==> src/rtl/serial_sub_unit_pkg.sv <==
// Shared definitions for the bit-serial subtractor: default width and FSM state encoding.
package serial_sub_unit_pkg;

  localparam int unsigned AluW = 32;

  typedef enum logic [1:0] {
    StIdle = 2'd0,
    StRun  = 2'd1,
    StDone = 2'd2
  } state_e;

endpackage

==> src/rtl/serial_sub_unit_sub_bit.sv <==
// Single-bit full subtractor cell: d = a - b - bin, with borrow out.
module serial_sub_unit_sub_bit (
  input  logic a,
  input  logic b,
  input  logic bin,
  output logic d,
  output logic bout
);

  always_comb begin
    d    = a ^ b ^ bin;
    bout = (~a & b) | (~(a ^ b) & bin);
  end

endmodule

==> src/rtl/serial_sub_unit.sv <==
// Bit-serial subtractor, LSB first, one bit per clock with a start/done handshake.
// Optional signed-overflow flag via SERIAL_SUB_OVF_EN.
module serial_sub_unit
  import serial_sub_unit_pkg::*;
#(
  parameter int unsigned WIDTH = AluW
) (
  input  logic             clk,
  input  logic             rst_n,
  input  logic             start,
  input  logic [WIDTH-1:0] a,
  input  logic [WIDTH-1:0] b,
  output logic             busy,
  output logic             done,
  output logic [WIDTH-1:0] diff,
  output logic             borrow,
  output logic             zero
`ifdef SERIAL_SUB_OVF_EN
  ,
  output logic             ovf
`endif
);

  localparam int unsigned CntW = $clog2(WIDTH + 1);

  state_e           state_q, state_d;
  logic [WIDTH-1:0] sa_q, sa_d;
  logic [WIDTH-1:0] sb_q, sb_d;
  logic [WIDTH-1:0] sd_q, sd_d;
  logic             br_q, br_d;
  logic [CntW-1:0]  cnt_q, cnt_d;
  logic [WIDTH-1:0] diff_q, diff_d;
  logic             borrow_q, borrow_d;
  logic             zero_q, zero_d;
`ifdef SERIAL_SUB_OVF_EN
  logic             a_msb_q, a_msb_d;
  logic             b_msb_q, b_msb_d;
  logic             ovf_q, ovf_d;
`endif

  logic             bit_d;
  logic             bit_bout;
  logic [WIDTH-1:0] sd_shift;

  serial_sub_unit_sub_bit u_sub_bit (
    .a    (sa_q[0]),
    .b    (sb_q[0]),
    .bin  (br_q),
    .d    (bit_d),
    .bout (bit_bout)
  );

  // Result register with the current bit already inserted at the MSB.
  assign sd_shift = (sd_q >> 1) | (WIDTH'(bit_d) << (WIDTH - 1));

  always_comb begin
    state_d  = state_q;
    sa_d     = sa_q;
    sb_d     = sb_q;
    sd_d     = sd_q;
    br_d     = br_q;
    cnt_d    = cnt_q;
    diff_d   = diff_q;
    borrow_d = borrow_q;
    zero_d   = zero_q;
`ifdef SERIAL_SUB_OVF_EN
    a_msb_d  = a_msb_q;
    b_msb_d  = b_msb_q;
    ovf_d    = ovf_q;
`endif
    unique case (state_q)
      StIdle: begin
        if (start) begin
          sa_d    = a;
          sb_d    = b;
          sd_d    = '0;
          br_d    = 1'b0;
          cnt_d   = '0;
          state_d = StRun;
`ifdef SERIAL_SUB_OVF_EN
          a_msb_d = a[WIDTH-1];
          b_msb_d = b[WIDTH-1];
`endif
        end
      end
      StRun: begin
        sa_d  = sa_q >> 1;
        sb_d  = sb_q >> 1;
        sd_d  = sd_shift;
        br_d  = bit_bout;
        cnt_d = cnt_q + CntW'(1);
        // Publish on the last bit so the result is already valid while done is high.
        if (cnt_q == CntW'(WIDTH - 1)) begin
          state_d  = StDone;
          diff_d   = sd_shift;
          borrow_d = bit_bout;
          zero_d   = (sd_shift == '0);
`ifdef SERIAL_SUB_OVF_EN
          ovf_d    = (a_msb_q != b_msb_q) && (sd_shift[WIDTH-1] != a_msb_q);
`endif
        end
      end
      StDone: begin
        state_d = StIdle;
      end
      default: begin
        state_d = StIdle;
      end
    endcase
  end

  always_ff @(posedge clk or negedge rst_n) begin
    if (!rst_n) begin
      state_q  <= StIdle;
      sa_q     <= '0;
      sb_q     <= '0;
      sd_q     <= '0;
      br_q     <= 1'b0;
      cnt_q    <= '0;
      diff_q   <= '0;
      borrow_q <= 1'b0;
      zero_q   <= 1'b0;
`ifdef SERIAL_SUB_OVF_EN
      a_msb_q  <= 1'b0;
      b_msb_q  <= 1'b0;
      ovf_q    <= 1'b0;
`endif
    end else begin
      state_q  <= state_d;
      sa_q     <= sa_d;
      sb_q     <= sb_d;
      sd_q     <= sd_d;
      br_q     <= br_d;
      cnt_q    <= cnt_d;
      diff_q   <= diff_d;
      borrow_q <= borrow_d;
      zero_q   <= zero_d;
`ifdef SERIAL_SUB_OVF_EN
      a_msb_q  <= a_msb_d;
      b_msb_q  <= b_msb_d;
      ovf_q    <= ovf_d;
`endif
    end
  end

  assign busy   = (state_q != StIdle);
  assign done   = (state_q == StDone);
  assign diff   = diff_q;
  assign borrow = borrow_q;
  assign zero   = zero_q;
`ifdef SERIAL_SUB_OVF_EN
  assign ovf    = ovf_q;
`endif

endmodule

==> config.mk <==
export PLATFORM = sky130hd
export DESIGN_NAME = serial_sub_unit
export DESIGN_NICKNAME = d
export VERILOG_FILES = /design/src/rtl/serial_sub_unit_pkg.sv /design/src/rtl/serial_sub_unit_sub_bit.sv /design/src/rtl/serial_sub_unit.sv
export SDC_FILE = /design/constraint.sdc
export NUM_CORES = 1
export LEC_CHECK = 0
export ABC_AREA = 1
export BUFFER_PORTS_ARGS = -buffer_cell sky130_fd_sc_hd__buf_2
export CORE_MARGIN = 4
export CORE_UTILIZATION = 30
export CTS_BUF_LIST = sky130_fd_sc_hd__clkbuf_4
export CTS_CLUSTER_DIAMETER = 100
export DETAILED_ROUTE_END_ITERATION = 6
export GPL_TIMING_DRIVEN = 0
export PLACE_DENSITY_LB_ADDON = 0.05
export SYNTH_ARGS = -nofsm -noshare
export SYNTH_HDL_FRONTEND = slang
export SYNTH_SLANG_ARGS = --single-unit
==> constraint.sdc <==
create_clock -name clk -period 1.6 [get_ports clk]
set_clock_uncertainty 0.05 [all_clocks]
set_input_delay 0.32 -clock clk [delete_from_list [all_inputs] [get_ports clk]]
set_output_delay 0.32 -clock clk [all_outputs]
set_load 0.01 [all_outputs]
# Word-level counts from Yosys, hierarchy flattened
# Cells that the tools add are included.
# totals
reg_bits,139
# classes
add_sub_neg,1
eq_ne,5
muxes,13
bitwise,8
reduce_logical,7
# ops
operator,n
case mux 32 bit (2 select lines),3
two-way mux 32 bit,3
zero test 32 bit,1
bitwise OR 31 x 32 -> 32 bit,1
case mux 6 bit (2 select lines),1
adder 6 x 1 -> 6 bit (second input constant),1
equality test 6 x 5 -> 1 bit (second input constant),1
two-way mux 6 bit,1
AND reduction 2 bit,3
two-way mux 2 bit,2
!= test 2 bit (second input constant),2
case mux 2 bit (2 select lines),1
nonzero test 2 bit,2
bitwise AND 1 bit,2
equality test 2 x 1 -> 1 bit (second input constant),1
equality test 2 bit (second input constant),1
zero test 2 bit,1
inverter 1 bit,2
case mux 1 bit (2 select lines),1
bitwise XOR 1 bit,2
two-way mux 1 bit,1
bitwise OR 1 bit,1

# Longest topological paths before layout
# depth
ltp_word,5
depth_mapped,10
mapped_depth_nobuf,9

# Cells and area by module
# A second synthesis with hierarchy kept.
# hier_totals
hier_cells,599
hier_area_um2,5661.7
# modules_own_cells
module,instances,cells_each,area_per_inst_um2,seq_area_each_um2
serial_sub_unit,1,596,5634.2,3453.3
serial_sub_unit_sub_bit,1,3,27.5,0.0

# Worst setup path after synthesis
# OpenSTA, ideal clock, no wires.
# synth_path
kind,flip-flop to flip-flop
startpoint,register cnt_q[0]
endpoint,register diff_q[15] (netlist: diff[15])
setup_time_ps,121
t_arrival_ps,1296
setup_slack_ps,133
path_stages_with_launch,11
synth_period_minus_slack_ps,1467
cell_sequence,dfrtp_1 ha_1 nand2_2 inv_2 nand3_2 nor2_2 nand2_2 buf_6 buf_6 nand2_2 o21ai_2
# synth_between
elab_chain_len,2
# synth_lines
item,line,rtl
start: declaration,serial_sub_unit.sv:31,"logic [CntW-1:0] cnt_q, cnt_d;"
start signal: assignment,serial_sub_unit.sv:134,cnt_q <= cnt_d;
equality test 6 x 5 -> 1 bit,serial_sub_unit.sv:93,if (cnt_q == CntW'(WIDTH - 1)) begin
AND reduction 2 bit (no line),--,
end signal: assignment,serial_sub_unit.sv:135,diff_q <= diff_d;
end: declaration,serial_sub_unit.sv:32,"logic [WIDTH-1:0] diff_q, diff_d;"
# Every way passes these cells.
# A chain may end at the register's enable or synchronous reset.

# Final worst setup path
# layout_path
startpoint,register state_q[0]
endpoint,output port busy
# layout_between
elab_chain_len,1
# layout_lines
item,line,rtl
start: declaration,serial_sub_unit.sv:26,"state_e state_q, state_d;"
start signal: assignment,serial_sub_unit.sv:114,state_q <= StIdle;
start signal: assignment,serial_sub_unit.sv:129,state_q <= state_d;
nonzero test 2 bit,serial_sub_unit.sv:146,assign busy = (state_q != StIdle);
end: declaration,serial_sub_unit.sv:13,"output logic busy,"
# Every way passes these cells.

==> flow_summary.yaml <==
status:
  status: "complete, but fails checks"
  violations: "negative setup slack"
logic_synthesis:
  synthFlopType: "dfrtp_1"
  syn_inst: 595
  ys_warn_count: 0
  syn-cell-area_sq_um: 5750
  synthTopCellsByArea: "dfrtp_1 (60%), nand2_1 (10%), inv_1 (4.8%), o221ai_1 (4.7%), o22ai_1 (3.5%)"
  yosysMostFrequentCell: "nand2_1"
  ys_seq_area_share_pct: 60.1
  synth-seq-cells: 138
  ys_types: 29
  avgSynthCellArea_sq_um: 9.66
  netlist.area_leader.share_pct: 60.1
  yosys.area.top_type: "dfrtp_1"
  yosys-top-cells-count: "nand2_1 (156), dfrtp_1 (138), inv_1 (74), o22ai_1 (32), o221ai_1 (31)"
  async_flop_share_pct: 100
  syn_nets: 664
  synth_edf_count: 0
clock_tree:
  cts-buffers-inserted: 17
  htree_levels: 4
  cts_tree: "yes"
  cts_root_buf: "clkbuf_4"
  insertion_delay_ns: 0.55
  cts_buffer_depth: 2
  clk_pin_slew_ns: 0.12
  clock_sinks: 138
pwr:
  peakVddDrop_mv: 0.553
  powerDensity_nw_per_um2: 1220
  power_leakage_nw: 3.72
  total_power_mw: 9.76
placement:
  gp_congestion: 0.721
  placed_cell_area_sq_um: 6580
  dp_hpwl_mm: 10.1
  dp_cells: 932
  io_buffers: 102
  pre_cts_ws_ns: -0.167
floorplanning:
  num_rows: 50
  die_width_um: 146
  io_pins: 103
  core_area_sq_um: 18800
  die-area_sq_um: 21400
  initial_utilization_pct: 30.6
  die_h_um: 146
drt:
  viasPerCell: 4.58
  first_pass_iters: 4
  routed_wl_mm: 15.0
  vias: 4793
  drc_errors: 0
  detail-route-antenna-nets: 0
  drt_iter0_drc: 193
  drt-wirelength-per-cell_um: 14.3
sta:
  period_minus_slack_ns: 1.67
  max_freq_ghz: 0.600
  finalHoldViolations: 0
  whs_ns: 0.264
  worstMarginPinSlew_ns: 0.643
  final.period_utilization_pct: 104
  rsz0062_at_grt: "true"
  slew_viol_final: 0
  setup_viol: 4
  setup_ws_ns: -0.0662
  tns_ns: -0.0884
  relSlewSlack_pct: 57.2
grt:
  gr-usage-met2_pct: 22.5
  grt_pass1_wl_mm: 24.4
  grt_max_degree: 74
  antenna_found_initial: 1
  gr-usage-all-layers_pct: 14.1
  grt.met1_usage_pct: 19.0
  globalRouteOverflowTotal: 0
  grt_most_used_layer: "met2"
  met3_usage_pct: 3.23
  grt_pass1_vias: 4838
worst_setup_path:
  crit_arrival_ns: 1.30
  critPathKind: "reg -> out"
  cp.required_ns: 1.23
  start_kind: "flop"
  crit_fanout: 3
  worstSetupEndpointType: "output pin"
finish:
  stdcell_count: 1046
  final_cell_area_sq_um: 8020
  area_growth_pct: 39.5
  final_net_count: 867
  final_core_util_pct: 42.7
  drive_gt1_share_pct: 30.0
hold_path:
  hp-class: "in -> reg"
run:
  cap_violations: 0
## report_power, final
part           internal, mW  switching, mW
combinational          1.12           1.40
sequential             4.27          0.379
clock                  1.24           1.35
total                  6.63           3.12
## what timing repair did
| item | CTS | global route |
|---|---|---|
| pin swaps | 1 | 11 |
| setup buffers | 5 | 7 |
| hold buffers | 65 | 0 |
| endpoints found under the setup margin | 63 | 112 |
| hold endpoints to repair | 129 | 0 |
| gates resized for setup | 9 | 76 |
| gates cloned | 0 | 4 |
## kinds of logic (layout without fill, tap and decap cells)
family                     count (synthesis)  in the layout  share of synthesized area [%]
adders and majority gates                  2              2                          0.566
DFF                                      138            138                           60.1
buffers and inverters                    113            328                           8.58
other                                      0              1                              0
and+or+nand+nor                          228            229                           16.7
AOI/OAI and AO/OA                        114            114                           14.1
## registers in the layout (all words and copies together), names as in the netlist
name / flops
cnt_q: 6
br_q: 1
borrow: 1
sa_q: 32
state_q: 2
sd_q: 31
sb_q: 32
zero: 1
diff: 32
## layer usage
metal  routed length (um)  up-vias
met1                 7060     2310
li1                     -     2379
met3                  532       17
met2                 7200       87
met5                    0        -
met4                  197        0
## layout make-up
class / count / area [sq um]
antenna: 1 / 2.50
fill: 1874 / 10800
clock buffer: 17 / 128
sequential: 138 / 3450
clock inverter: 15 / 200
inverter: 79 / 304
tap: 234 / 293
timing repair buffer: 183 / 1380
buffer: 34 / 254
multi-input combinational: 345 / 2000
## cell usage in the layout (no fill, tap or decap), drive strengths merged
| cell | netlist | layout |
|---|---|---|
| o221ai | 31 | 31 |
| fa | 1 | 1 |
| nor2 | 29 | 29 |
| nand4 | 1 | 1 |
| inv | 79 | 80 |
| diode | 0 | 1 |
| o31ai | 1 | 1 |
| o22ai | 32 | 32 |
| nand3 | 28 | 28 |
| dfrtp | 138 | 138 |
| a22o | 2 | 2 |
| a21oi | 1 | 1 |
| buf | 23 | 138 |
| dlygate4sd3 | 0 | 65 |
| o21ai | 39 | 39 |
| clkbuf | 11 | 31 |
| bufinv | 0 | 4 |
| o211ai | 8 | 8 |
| nand2 | 170 | 171 |
| ha | 1 | 1 |
| clkinv | 0 | 7 |
| clkinvlp | 0 | 3 |
## path summary, 6_finish.rpt
check	startpoint	endpoint	slack, ns	cells after the start
min in group asynchronous	rst_n	diff[9]	0.28	2
max in group asynchronous	rst_n	state_q[1]	0.40	3
hold reg to reg	sb_q[28]	sb_q[28]	0.45	2
setup / recovery	state_q[0]	busy	-0.07	3
setup reg to reg	cnt_q[1]	diff[24]	0	10
hold / removal	start	sa_q[26]	0.26	4
## critical path, stage by stage, from the launching register on
cell	delay [ns]
dfrtp_1	0.45
nor2_1	0.10
inv_1	0.08
buf_6	0.13
No activity file was read; power rests on OpenSTA's default activity.
